**src/rtl/regfile_wb_arbiter.sv**
```systemverilog
`default_nettype none
// ============================================================================
//  Module   : regfile_wb_arbiter
//  Purpose  : Shares the register file's single write port between two
//             writeback requesters (A = execute result, B = load unit).
//             Grants one requester per cycle over valid/ready handshakes
//             (round-robin on ties), registers the winning write onto
//             wr_en/wr_reg/wr_data one cycle later, and keeps a per-register
//             pending-write scoreboard (busy) for issue-stage stall logic.
//  Config   : `define WB_ARB_FIXED_PRIO_EN -> B always wins ties, no pointer.
//             Undefined (default)       -> round-robin arbitration.
//  Ports    : clk, aresetn (synchronous, active-low)
//             a_valid/a_ready/a_reg/a_data   requester A handshake + payload
//             b_valid/b_ready/b_reg/b_data   requester B handshake + payload
//             mark_en/mark_reg               reserve a destination register
//             wr_en/wr_reg/wr_data           register file write port
//             busy                           pending-write scoreboard
//  Revision : 1.0 - initial release
// ============================================================================
module regfile_wb_arbiter #(
    parameter int REG_COUNT = 32,
    parameter int REG_W     = 32,
    parameter int REG_IDX_W = $clog2(REG_COUNT)
) (
    input  logic                 clk,
    input  logic                 aresetn,
    input  logic                 a_valid,
    output logic                 a_ready,
    input  logic [REG_IDX_W-1:0] a_reg,
    input  logic [REG_W-1:0]     a_data,
    input  logic                 b_valid,
    output logic                 b_ready,
    input  logic [REG_IDX_W-1:0] b_reg,
    input  logic [REG_W-1:0]     b_data,
    input  logic                 mark_en,
    input  logic [REG_IDX_W-1:0] mark_reg,
    output logic                 wr_en,
    output logic [REG_IDX_W-1:0] wr_reg,
    output logic [REG_W-1:0]     wr_data,
    output logic [REG_COUNT-1:0] busy
);

    logic                 w_grant_a;
    logic                 w_grant_b;
    logic                 w_xfer_a;
    logic                 w_xfer_b;
    logic                 w_xfer;
    logic [REG_IDX_W-1:0] w_sel_reg;
    logic [REG_W-1:0]     w_sel_data;

    logic                 r_wr_en;
    logic [REG_IDX_W-1:0] r_wr_reg;
    logic [REG_W-1:0]     r_wr_data;

`ifndef WB_ARB_FIXED_PRIO_EN
    // 1 = B won the last transfer's arbitration slot... inverted: 1 means B
    // has priority on the next tie (A was granted last).
    logic                 r_prio_b;
`endif

    // ------------------------------------------------------------------
    // Grant selection (combinational)
    // ------------------------------------------------------------------
    always_comb begin
        w_grant_a = 1'b0;
        w_grant_b = 1'b0;
        if (a_valid && b_valid) begin
`ifdef WB_ARB_FIXED_PRIO_EN
            w_grant_b = 1'b1;
`else
            w_grant_a = ~r_prio_b;
            w_grant_b = r_prio_b;
`endif
        end else if (a_valid) begin
            w_grant_a = 1'b1;
        end else if (b_valid) begin
            w_grant_b = 1'b1;
        end
    end

    // Readies are masked while reset is asserted so no handshake completes.
    assign a_ready = aresetn & w_grant_a;
    assign b_ready = aresetn & w_grant_b;

    assign w_xfer_a   = a_valid & a_ready;
    assign w_xfer_b   = b_valid & b_ready;
    assign w_xfer     = w_xfer_a | w_xfer_b;
    assign w_sel_reg  = w_xfer_b ? b_reg  : a_reg;
    assign w_sel_data = w_xfer_b ? b_data : a_data;

    // ------------------------------------------------------------------
    // Output register and arbitration pointer
    // ------------------------------------------------------------------
    always_ff @(posedge clk) begin
        if (!aresetn) begin
            r_wr_en   <= 1'b0;
            r_wr_reg  <= '0;
            r_wr_data <= '0;
        end else if (w_xfer) begin
            // Writes to register 0 complete the handshake but never reach
            // the register file.
            r_wr_en   <= (w_sel_reg != '0);
            r_wr_reg  <= w_sel_reg;
            r_wr_data <= w_sel_data;
        end else begin
            r_wr_en   <= 1'b0;
        end
    end

`ifndef WB_ARB_FIXED_PRIO_EN
    always_ff @(posedge clk) begin
        if (!aresetn) begin
            r_prio_b <= 1'b0;
        end else if (w_xfer) begin
            r_prio_b <= w_xfer_a;
        end
    end
`endif

    assign wr_en   = r_wr_en;
    assign wr_reg  = r_wr_reg;
    assign wr_data = r_wr_data;

    // ------------------------------------------------------------------
    // Pending-write scoreboard. Register 0 is never tracked.
    // A mark and a commit of the same register at one edge: mark wins.
    // ------------------------------------------------------------------
    assign busy[0] = 1'b0;

    generate
        for (genvar gi = 1; gi < REG_COUNT; gi++) begin : g_busy
            localparam logic [REG_IDX_W-1:0] c_idx = REG_IDX_W'(gi);
            logic r_bit;
            logic w_set;
            logic w_clr;

            assign w_set = mark_en & (mark_reg == c_idx);
            assign w_clr = r_wr_en & (r_wr_reg == c_idx);

            always_ff @(posedge clk) begin
                if (!aresetn) begin
                    r_bit <= 1'b0;
                end else if (w_set) begin
                    r_bit <= 1'b1;
                end else if (w_clr) begin
                    r_bit <= 1'b0;
                end
            end

            assign busy[gi] = r_bit;
        end
    endgenerate

endmodule
`default_nettype wire

```
**config.mk**
```make
export PLATFORM = sky130hd
export DESIGN_NAME = regfile_wb_arbiter
export DESIGN_NICKNAME = d
export VERILOG_FILES = /design/src/rtl/regfile_wb_arbiter.sv
export SDC_FILE = /design/constraint.sdc
export NUM_CORES = 1
export LEC_CHECK = 0
export BUFFER_PORTS_ARGS = -buffer_cell sky130_fd_sc_hd__buf_2
export CAP_MARGIN = 20
export CORE_UTILIZATION = 50
export CTS_CLUSTER_DIAMETER = 40
export DETAILED_ROUTE_END_ITERATION = 8
export GPL_TIMING_DRIVEN = 0
export PLACE_DENSITY_LB_ADDON = 0.3
export SETUP_SLACK_MARGIN = 0.1
export SLEW_MARGIN = 25
export SYNTH_ARGS = -nofsm -noshare
export SYNTH_HDL_FRONTEND = slang
export SYNTH_SLANG_ARGS = --single-unit
```
**constraint.sdc**
```tcl
create_clock -name clk -period 3.1 [get_ports clk]
set_input_delay 0.155 -clock clk [delete_from_list [all_inputs] [get_ports clk]]
set_output_delay 0.155 -clock clk [all_outputs]
set_load 0.05 [all_outputs]
```
# After elaboration in Yosys (flattened, before gate mapping)
# Index checks and enable logic that the tools add are counted.
word_totals:
  reg_bits: 70
  latch_bits: 0
  mem_bits_rw: 0
  mem_bits_ro: 0
  inputBits: 84
  out_inout_bits: 72
  elab_cells: 268
  mem_count: 0
op_classes:
  n_addsub: 0
  n_mul: 0
  div: 0
  magnitude_cmp: 0
  n_eq_ne: 62
  shifts: 0
  mux: 69
  bitwise_logic: 68
  reduce_logical: 34
ops:
  columns: ["op", "count"]
  rows:
  - ["5-bit equality test (second input constant)", 32]
  - ["5-bit by 4-bit equality test with 1-bit output (second input constant)", 16]
  - ["1-bit 2-to-1 mux", 67]
  - ["1-bit bitwise AND", 66]
  - ["2-bit nonzero test", 31]
  - ["5-bit by 3-bit equality test with 1-bit output (second input constant)", 8]
  - ["32-bit 2-to-1 mux", 1]
  - ["5-bit by 2-bit equality test with 1-bit output (second input constant)", 4]
  - ["5-bit by 1-bit equality test with 1-bit output (second input constant)", 2]
  - ["5-bit 2-to-1 mux", 1]
  - ["5-bit nonzero test", 1]
  - ["2-bit AND reduction", 1]
  - ["1-bit logical AND", 1]
  - ["1-bit NOT", 1]
  - ["1-bit bitwise OR", 1]

# Logic depth before layout (Yosys ltp)
# Gate-level depths: netlist (run 1).
depth:
  word_depth: 7
  mapped_depth: 6
  mapped_depth_nobuf: 3

# Least setup slack after synthesis (run 1)
# OpenSTA, ideal clock, no wires.
synth_timing:
  path_kind: "reg-to-output"
  start: "register r_prio_b"
  end: "output b_ready"
  arrival_ns: 1.481
  required_ns: 2.945
  path_slack_ns: 1.464
  stages_incl_launch_ff: 5
  n_path_buf: 2
  cell_sequence: "dfxtp_1 > and2b_1 > buf_4 > buf_4 > nor2_1"
synth_between:
  elab_chain_cells: 2
synth_rtl:
  columns: ["item", "line_no", "text"]
  rows:
  - ["from (decl)", "58", "logic r_prio_b;"]
  - ["from (signal assigned)", "115", "r_prio_b <= w_xfer_a;"]
  - ["1-bit 2-to-1 mux", "67", "if (a_valid && b_valid) begin"]
  - ["1-bit bitwise AND", "83", "assign b_ready = aresetn & w_grant_b;"]
  - ["to (decl)", "32", "output logic b_ready,"]
# No other way between the ends.

# Final worst setup path (run 1)
# Ends and elaborated chain as after synthesis.

==> results_dict.tcl, run 1 <==
set metrics [dict create \
    drtIter0Drc 151 \
    rsz0062_at_grt "false" \
    cts_root_buffer "clkbuf_8" \
    setup_viol 0 \
    crit-reg2reg-capture "wr_data[31]$_SDFFE_PN0P_" \
    ir_drop_mv 0.345 \
    synth_commonest_cells "o21ai_0 (87), dfxtp_1 (70), nand3_1 (45)" \
    crit_type "flop to output pin" \
    finalCriticalPeriod_ns 1.78 \
    die_w_um 85.5 \
    power.internal_mw 1.57 \
    hold_path.class "primary input to flop" \
    cap_violations 0 \
    syn-num-nets 504 \
    antenna_found_initial 0 \
    grt_pass1_wl_mm 16.0 \
    finalHoldWorstSlack_ns 0.0690 \
    cts_sinks 70 \
    placed_area_um2 4360 \
    cp_common_cell "buf_4" \
    p_sw_mw 0.725 \
    critPathArrivalTime_ns 1.62 \
    synth_area_per_cell_um2 8.30 \
    netlist-cell-type-count 33 \
    synth_area_leaders "dfxtp_1 (40%), o21ai_0 (12%), buf_4 (8.4%)" \
    grt_pass1_vias 3498 \
    pwr-share-comb 0.216 \
    synth_edf_count 0 \
    critPathLaunchType "flop" \
    firstDrtPassIters 4 \
    cp_max_fo 10 \
    nets 669 \
    clock_latency_ns 0.34 \
    drt_wl_total_mm 9.98 \
    fmax_mhz 562 \
    diodes 0 \
    critPathTopFamily "buffers and inverters" \
    globalplace.congestion 0.860 \
    fp.dieH_um 85.5 \
    seqPwrFrac 0.426 \
    required_ns 2.94 \
    power.density_nw_per_um2 502 \
    drcViolationCount 0 \
    syn-cell-area_um2 3480 \
    vias 3767 \
    yosysMostFrequentCell "o21ai_0" \
    r2r-start "r_prio_b$_SDFFE_PN0P_" \
    yosysTopAreaCellShare 0.402 \
    min_to "wr_data[4]$_SDFFE_PN0P_" \
    ios 156 \
    min-delay-start "b_data[4]" \
    start_util 0.516 \
    global_route.overflow_total 0 \
    area_growth_syn_to_layout_pct 31.4 \
    cts_resized 0 \
    min_period_over_period 0.574 \
    post_cts_buffers 0 \
    power_frac_clock 0.359 \
    ys_async_sr_fraction 0 \
    timing.final.hold_violations 0 \
    path_clk_slew_ns 0.08 \
    portBuffers 154 \
    largest_reg_flops 32 \
    final_antenna_net_count 0 \
    path_buf_inv 3 \
    min_path_cells 3 \
    grtUsageTotal 0.274 \
    rr_worst_depth 5 \
    crit_chain "and2b_1 > buf_4 > buf_4 > nor2_1 > buf_2" \
    endpoint_kind "output pin" \
    clk_path_buf_depth 2 \
    status "completed" \
    yosysTopAreaCell "dfxtp_1" \
    final_layout_size_suffix_gt1_frac 0.393 \
    numCtsBuffers 9 \
    place_hpwl_mm 7.28 \
    ys_seq_elements 70 \
    cts_max_level 3 \
    wl_per_cell_um 14.9 \
    design_area_um2 4580 \
    die-area_um2 7310 \
    synth_ff_type "dfxtp_1" \
    cts_tree "done" \
    fillers 564 \
    ys.warnings.count 0 \
    holdBufCountCts 0 \
    critPathMaxStageDelay_ns 0.36 \
    viasPerCell 5.62 \
    fp.coreArea_um2 6760 \
    rows 30 \
    worst_path_max_delay_cell "dfxtp_1" \
    switching_share 0.315 \
    synth_cells 420 \
    setup_tns_ns 0 \
    grt_max_degree 13 \
    power.leakage_nw 2.04 \
    slew_viol_final 0 \
    ys_seq_area_frac 0.402 \
    reg2reg_slack_ns 1.71 \
    skew_ns 0.0122 \
]
## worst max-delay path by stage
stage | start | to | slack [ns] | cells past startpoint
detailed placement | r_prio_b$_SDFFE_PN0P_ | b_ready | 1.69 | 5
floorplan | r_prio_b$_SDFFE_PN0P_ | b_ready | 1.46 | 4
finish | r_prio_b$_SDFFE_PN0P_ | b_ready | 1.32 | 5
global route | r_prio_b$_SDFFE_PN0P_ | b_ready | 1.26 | 5
CTS | r_prio_b$_SDFFE_PN0P_ | b_ready | 1.32 | 5
global placement | r_prio_b$_SDFFE_PN0P_ | b_ready | 1.71 | 5
## routing by layer
metal,up-vias,routed length [um],track usage,share of wire
met1,1757,4090,0.323,0.41
met2,165,4990,0.490,0.50
li1,1831,-,-,-
met5,-,0,0,0
met3,14,739,0.0584,0.074
met4,0,163,0.0985,0.016
## area by class of cell
class                      count  area [um^2]  share of cell area
tap                           80          100              0.0219
buffer                        68          448              0.0978
clock inverter                 6         85.1              0.0186
clock buffer                  10          138              0.0301
timing repair buffer         154          771               0.168
sequential                    70         1400               0.306
multi-input combinational    282         1640               0.357
## tightest hold or removal path, stage by stage
cell,delay (ns)
buf_2,0.09
nand3_1,0.05
a31oi_1,0.07
## logic make-up after synthesis
group | share of synthesized area
compound gates | 0.296
simple gates | 0.172
flops | 0.402
buf+inv | 0.129
other cells | 0.00108
## placed cells by master, fill, tap and decap left out, types with 4 or more instances in the layout
master / n
dfxtp_1: 70
a21boi_0: 27
buf_6: 4
clkbuf_1: 12
a31oi_1: 36
o21ai_1: 17
nand3_1: 45
o21ai_0: 87
clkbuf_8: 10
a21boi_1: 4
buf_2: 167
buf_4: 39
nor2b_1: 5
nand2_1: 26
## power by group through the flow
| stage | Combinational [mW] | Clock, mW | Sequential [mW] |
|---|---|---|---|
| final | 0.496 | 0.825 | 0.979 |
| after global routing | 0.528 | 0.862 | 0.985 |
| after CTS | 0.494 | 0.824 | 0.978 |
| after detailed placement | 0.492 | 0 | 0.998 |
| after global placement | 0.485 | 0 | 0.997 |
| after floorplan | 0.205 | 0 | 1.13 |
## through the flow
step	total power, mW	worst slack (ns)	utilization	std cells
4_1_cts	2.30	1.32	0.678	670
5_1_grt	2.37	1.26	0.678	670
3_5_place_dp	1.49	1.69	0.645	654
2_1_floorplan	1.33	1.46	-	420
3_3_place_gp	1.48	1.71	0.645	654
6_report	2.30	1.32	0.678	670
No activity file was read; power rests on OpenSTA's default activity.
==> run 2, diff against run 1 <==
CORE_UTILIZATION = 43   (was 50)
clock period = 1.6 ns   (was 3.1 ns; I/O delays follow)
==> run 2 against run 1 <==
Against the previous run: total power grew 94%; combinational power grew 99%; global-route usage shrank 2.6 points; cell count grew 4.6%; clock power grew 92%; first-iteration DRC count shrank 26%; register-to-register slack lost 1.5 ns; sequential share of layout area shrank 0.87 points; flip-flop and latch count is the same; clock skew shrank 0.0049 ns; largest power group unchanged.
==> results_dict.tcl, run 2 (synthesis results as in run 1) <==
set metrics [dict create \
    slew_viol_final 0 \
    global_route.overflow_total 0 \
    power.density_nw_per_um2 947 \
    cts_root_buffer "clkbuf_8" \
    min_period_over_period 0.906 \
    grt_pass1_vias 3576 \
    viasPerCell 5.34 \
    critPathLaunchType "flop" \
    tightest_slew_ns 0.504 \
    area_growth_syn_to_layout_pct 35.5 \
    fmax_mhz 689 \
    status "completed" \
    min_to "wr_data[11]$_SDFFE_PN0P_" \
    vias 3743 \
    reg2reg_slack_ns 0.24 \
    mostFrequentLayoutCell "buf_2" \
    portBuffers 154 \
    setup_viol 0 \
    placed_area_um2 4390 \
    min_path_cells 3 \
    crit_type "flop to output pin" \
    timing.final.hold_violations 0 \
    nets 678 \
    min-delay-start "b_data[11]" \
    power.leakage_nw 2.09 \
    start_util 0.449 \
    ir_drop_mv 0.598 \
    cts_max_level 3 \
    setup_tns_ns 0 \
    cts_sinks 70 \
    numCtsBuffers 9 \
    place_hpwl_mm 7.50 \
    ios 156 \
    wl_per_cell_um 14.6 \
    path_clk_slew_ns 0.08 \
    dp_cells 676 \
    fp.coreArea_um2 7770 \
    final_cells 701 \
    cap_violations 0 \
    crit-reg2reg-capture "g_busy[2].r_bit$_SDFFE_PN0P_" \
    skew_ns 0.00730 \
    grtUsageTotal 0.248 \
    globalplace.congestion 0.834 \
    cp_max_fo 19 \
    critPathArrivalTime_ns 1.37 \
    rows 32 \
    design_area_um2 4720 \
    slew_headroom 0.664 \
    mostFrequentLayoutCells "buf_2 (166), o21ai_0 (87), dfxtp_1 (68)" \
    diodes 0 \
    drtIter0Drc 112 \
    worst_path_max_delay_cell "dfxtp_2" \
    grt_max_degree 20 \
    drcViolationCount 0 \
    final_antenna_net_count 0 \
    r2r-start "wr_reg[2]$_SDFFE_PN0P_" \
    clk_path_buf_depth 2 \
    final_layout_size_suffix_gt1_frac 0.389 \
    die_w_um 92.0 \
    endpoint_kind "output pin" \
    firstDrtPassIters 4 \
    required_ns 1.52 \
    grt_pass1_wl_mm 16.9 \
    clock_latency_ns 0.35 \
    finalHoldWorstSlack_ns 0.0000637 \
    rr_worst_depth 3 \
    antenna_found_initial 0 \
    largest_reg_flops 32 \
    fp.dieH_um 92.0 \
    die-area_um2 8470 \
    post_cts_buffers 0 \
    finalCriticalPeriod_ns 1.45 \
    critPathMaxStageDelay_ns 0.35 \
    crit_chain "and2b_2 > buf_12 > nor2_4 > buf_6" \
    cts_tree "done" \
    rsz0062_at_grt "false" \
    hold_path.class "primary input to flop" \
    drt_wl_total_mm 10.3 \
]
[run 2: routing by layer]
metal / track usage / routed length [um] / up-vias
met3: 0.0514 / 719 / 10
met4: 0.0703 / 109 / 0
met2: 0.442 / 5040 / 156
met1: 0.299 / 4400 / 1728
met5: 0 / 0 / -
li1: - / - / 1849
[run 2: area by class of cell]
type                            count  area [um^2]
Timing Repair Buffer              164          877
Multi-Input combinational cell    282         1640
Fill cell                         733         3050
Clock buffer                       12          145
Tap cell                          102          128
Buffer                             67          453
Sequential cell                    70         1400
Clock inverter                      4         70.1
[run 2: metrics by stage]
| stage | power [mW] | worst slack (ns) | utilization |
|---|---|---|---|
| 2_1_floorplan | 2.59 | 0.153 | - |
| 3_3_place_gp | 2.88 | 0.284 | 0.565 |
| 3_5_place_dp | 2.90 | 0.275 | 0.565 |
| 4_1_cts | 4.46 | 0.124 | 0.605 |
| 5_1_grt | 4.62 | 0.0989 | 0.608 |
| 6_report | 4.47 | 0.150 | 0.608 |
[run 2: repair_timing]
item	in CTS	in global routing
resized for setup	3	5
endpoints found under the hold margin	10	0
endpoints found under the setup margin	1	1
hold buffers	10	0
[run 2: worst max-delay path by stage]
stage	from	cells after the start	end
floorplan	wr_reg[2]$_SDFFE_PN0P_	3	g_busy[3].r_bit$_SDFFE_PN0P_
global placement	r_prio_b$_SDFFE_PN0P_	5	b_ready
detailed placement	wr_reg[2]$_SDFFE_PN0P_	3	g_busy[3].r_bit$_SDFFE_PN0P_
CTS	r_prio_b$_SDFFE_PN0P_	4	b_ready
global route	r_prio_b$_SDFFE_PN0P_	4	b_ready
finish	r_prio_b$_SDFFE_PN0P_	4	b_ready
[run 2: power by group]
part	leakage (nW)	internal, mW	switching (mW)	total, mW
combinational	1.40	0.326	0.662	0.988
clock	0.110	0.917	0.666	1.58
sequential	0.574	1.83	0.0685	1.90
[run 2: worst max-delay path, delay by kind of cell (launching register included)]
family        cells  cell delay [ns]
flops             1             0.35
simple gates      2             0.35
buf+inv           2             0.32
==> run 3, diff against run 2 <==
PLACE_DENSITY = 0.84   (was default)
PLACE_DENSITY_LB_ADDON = default   (was 0.3)
==> run 3 against run 2 <==
Against the previous run: worst hold slack better by 0.012 ns; maximum frequency is 0.95% lower; cell area is 4.8% higher; via count is 6.9% higher; total power is 2.2% higher; critical endpoint unchanged; highest routed layer unchanged.
==> results_dict.tcl, run 3 (synthesis results as in run 1) <==
set metrics [dict create \
    required_ns 1.52 \
    final_antenna_net_count 0 \
    rr_worst_depth 6 \
    hold_path.class "primary input to flop" \
    die_w_um 92.0 \
    drt_wl_total_mm 11.4 \
    skew_ns 0.00764 \
    worstSetupStartpoint "r_prio_b$_SDFFE_PN0P_" \
    grt_max_degree 13 \
    wl_per_cell_um 15.7 \
    min_period_over_period 0.915 \
    die-area_um2 8470 \
    dr.max_layer_used "met4" \
    slew_headroom 0.650 \
    area_growth_syn_to_layout_pct 41.9 \
    power.density_nw_per_um2 924 \
    min_to "wr_data[14]$_SDFFE_PN0P_" \
    reg2reg_slack_ns 0.19 \
    antenna_found_initial 0 \
    min_path_cells 3 \
    status "completed" \
    clock_latency_ns 0.35 \
    global_route.overflow_total 0 \
    slew_viol_final 0 \
    met3_length_mm 1.04 \
    critPathArrivalTime_ns 1.38 \
    drcViolationCount 0 \
    grt_pass1_wl_mm 18.0 \
    cap_violations 0 \
    start_util 0.449 \
    finalPower_mw 4.57 \
    grt_pass1_vias 3854 \
    mostFrequentLayoutCells "buf_2 (163), o21ai_0 (84), dfxtp_1 (68)" \
    viasPerCell 5.54 \
    fp.coreArea_um2 7770 \
    cts_root_buffer "clkbuf_8" \
    tightest_slew_ns 0.525 \
    setup_tns_ns 0 \
    dpl_worst_slack_ns 0.228 \
    setup_slack_ns 0.136 \
    cts_max_level 3 \
    nets 700 \
    critPathLaunchType "flop" \
    r2r-start "r_prio_b$_SDFFE_PN0P_" \
    design_area_um2 4950 \
    ir_drop_mv 0.639 \
    setup_viol 0 \
    final_layout_size_suffix_gt1_frac 0.388 \
    rows 32 \
    fp.dieH_um 92.0 \
    cts_tree "done" \
    mostFrequentLayoutCell "buf_2" \
    fmax_mhz 683 \
    numCtsBuffers 9 \
    path_clk_slew_ns 0.07 \
    clk_path_buf_depth 2 \
    diodes 0 \
    placed_area_um2 4390 \
    wl_met1_mm 4.59 \
    crit_type "flop to output pin" \
    ios 156 \
    dr_wl_met2_mm 5.53 \
    cts_sinks 70 \
    cp_max_fo 5 \
    min-delay-start "a_data[14]" \
    globalplace.congestion 0.837 \
    power.leakage_nw 2.19 \
    vias 4002 \
    firstDrtPassIters 4 \
    rsz0062_at_grt "false" \
    finalCriticalPeriod_ns 1.46 \
    place_hpwl_mm 7.62 \
    endpoint_kind "output pin" \
    grtUsageTotal 0.268 \
    crit-reg2reg-capture "wr_data[26]$_SDFFE_PN0P_" \
    portBuffers 154 \
    drtIter0Drc 156 \
    largest_reg_flops 32 \
    timing.final.hold_violations 0 \
]
## run 3: cell count changes in the layout (fill, tap and decap cells not counted), sizes merged
cell / previous run / this run
buf: 209 / 214
clkbuf: 24 / 23
dlygate4sd3: 10 / 26
clkinvlp: 0 / 2
## run 3: what timing repair did
| item | in CTS | in global routing |
|---|---|---|
| endpoints found under the setup margin | 1 | 11 |
| setup buffers | 3 | 3 |
| pin swaps | 0 | 1 |
| hold buffers | 26 | 0 |
| gates resized for setup | 5 | 10 |
| hold endpoints to repair | 21 | 0 |
## run 3: worst max path at each step
stage	end	cells after the start
finish	b_ready	5
global route	b_ready	5
CTS	b_ready	5
detailed placement	wr_data[25]$_SDFFE_PN0P_	5
global placement	g_busy[2].r_bit$_SDFFE_PN0P_	3
floorplan	g_busy[3].r_bit$_SDFFE_PN0P_	3
## run 3: metal layers
metal	vias to the layer above	global-route usage
met5	-	0
met1	1836	0.319
li1	1894	-
met2	251	0.464
met4	0	0.118
met3	21	0.0522
## run 3: area by class of cell
| class | instances | area [um^2] |
|---|---|---|
| Fill cell | 660 | 2820 |
| Multi-Input combinational cell | 282 | 1640 |
| Sequential cell | 70 | 1400 |
| Timing Repair Buffer | 186 | 1090 |
| Buffer | 67 | 463 |
| Clock buffer | 10 | 138 |
| Tap cell | 102 | 128 |
| Clock inverter | 6 | 85.1 |
## run 3: worst max-delay path: stages (launching register included)
cell and delay, ns:
dfxtp_2 0.33, and2b_1 0.20, buf_6 0.13, buf_8 0.12, nor2_4 0.10, buf_8 0.16
## run 3: metrics by stage
| step | hold WS, ns | util | instances |
|---|---|---|---|
| 2_1_floorplan | 0.218 | - | 420 |
| 3_3_place_gp | 0.351 | 0.565 | 676 |
| 3_5_place_dp | 0.359 | 0.565 | 676 |
| 4_1_cts | 0.0000338 | 0.632 | 721 |
| 5_1_grt | 0.0101 | 0.637 | 723 |
| 6_report | 0.0121 | 0.637 | 723 |
## run 3: power by group
part           leakage [nW]  total (mW)  internal, mW  switching [mW]
clock                 0.108        1.60         0.914           0.690
combinational          1.51        1.06         0.370           0.692
sequential            0.574        1.90          1.83          0.0709
total                  2.19        4.57          3.12            1.45
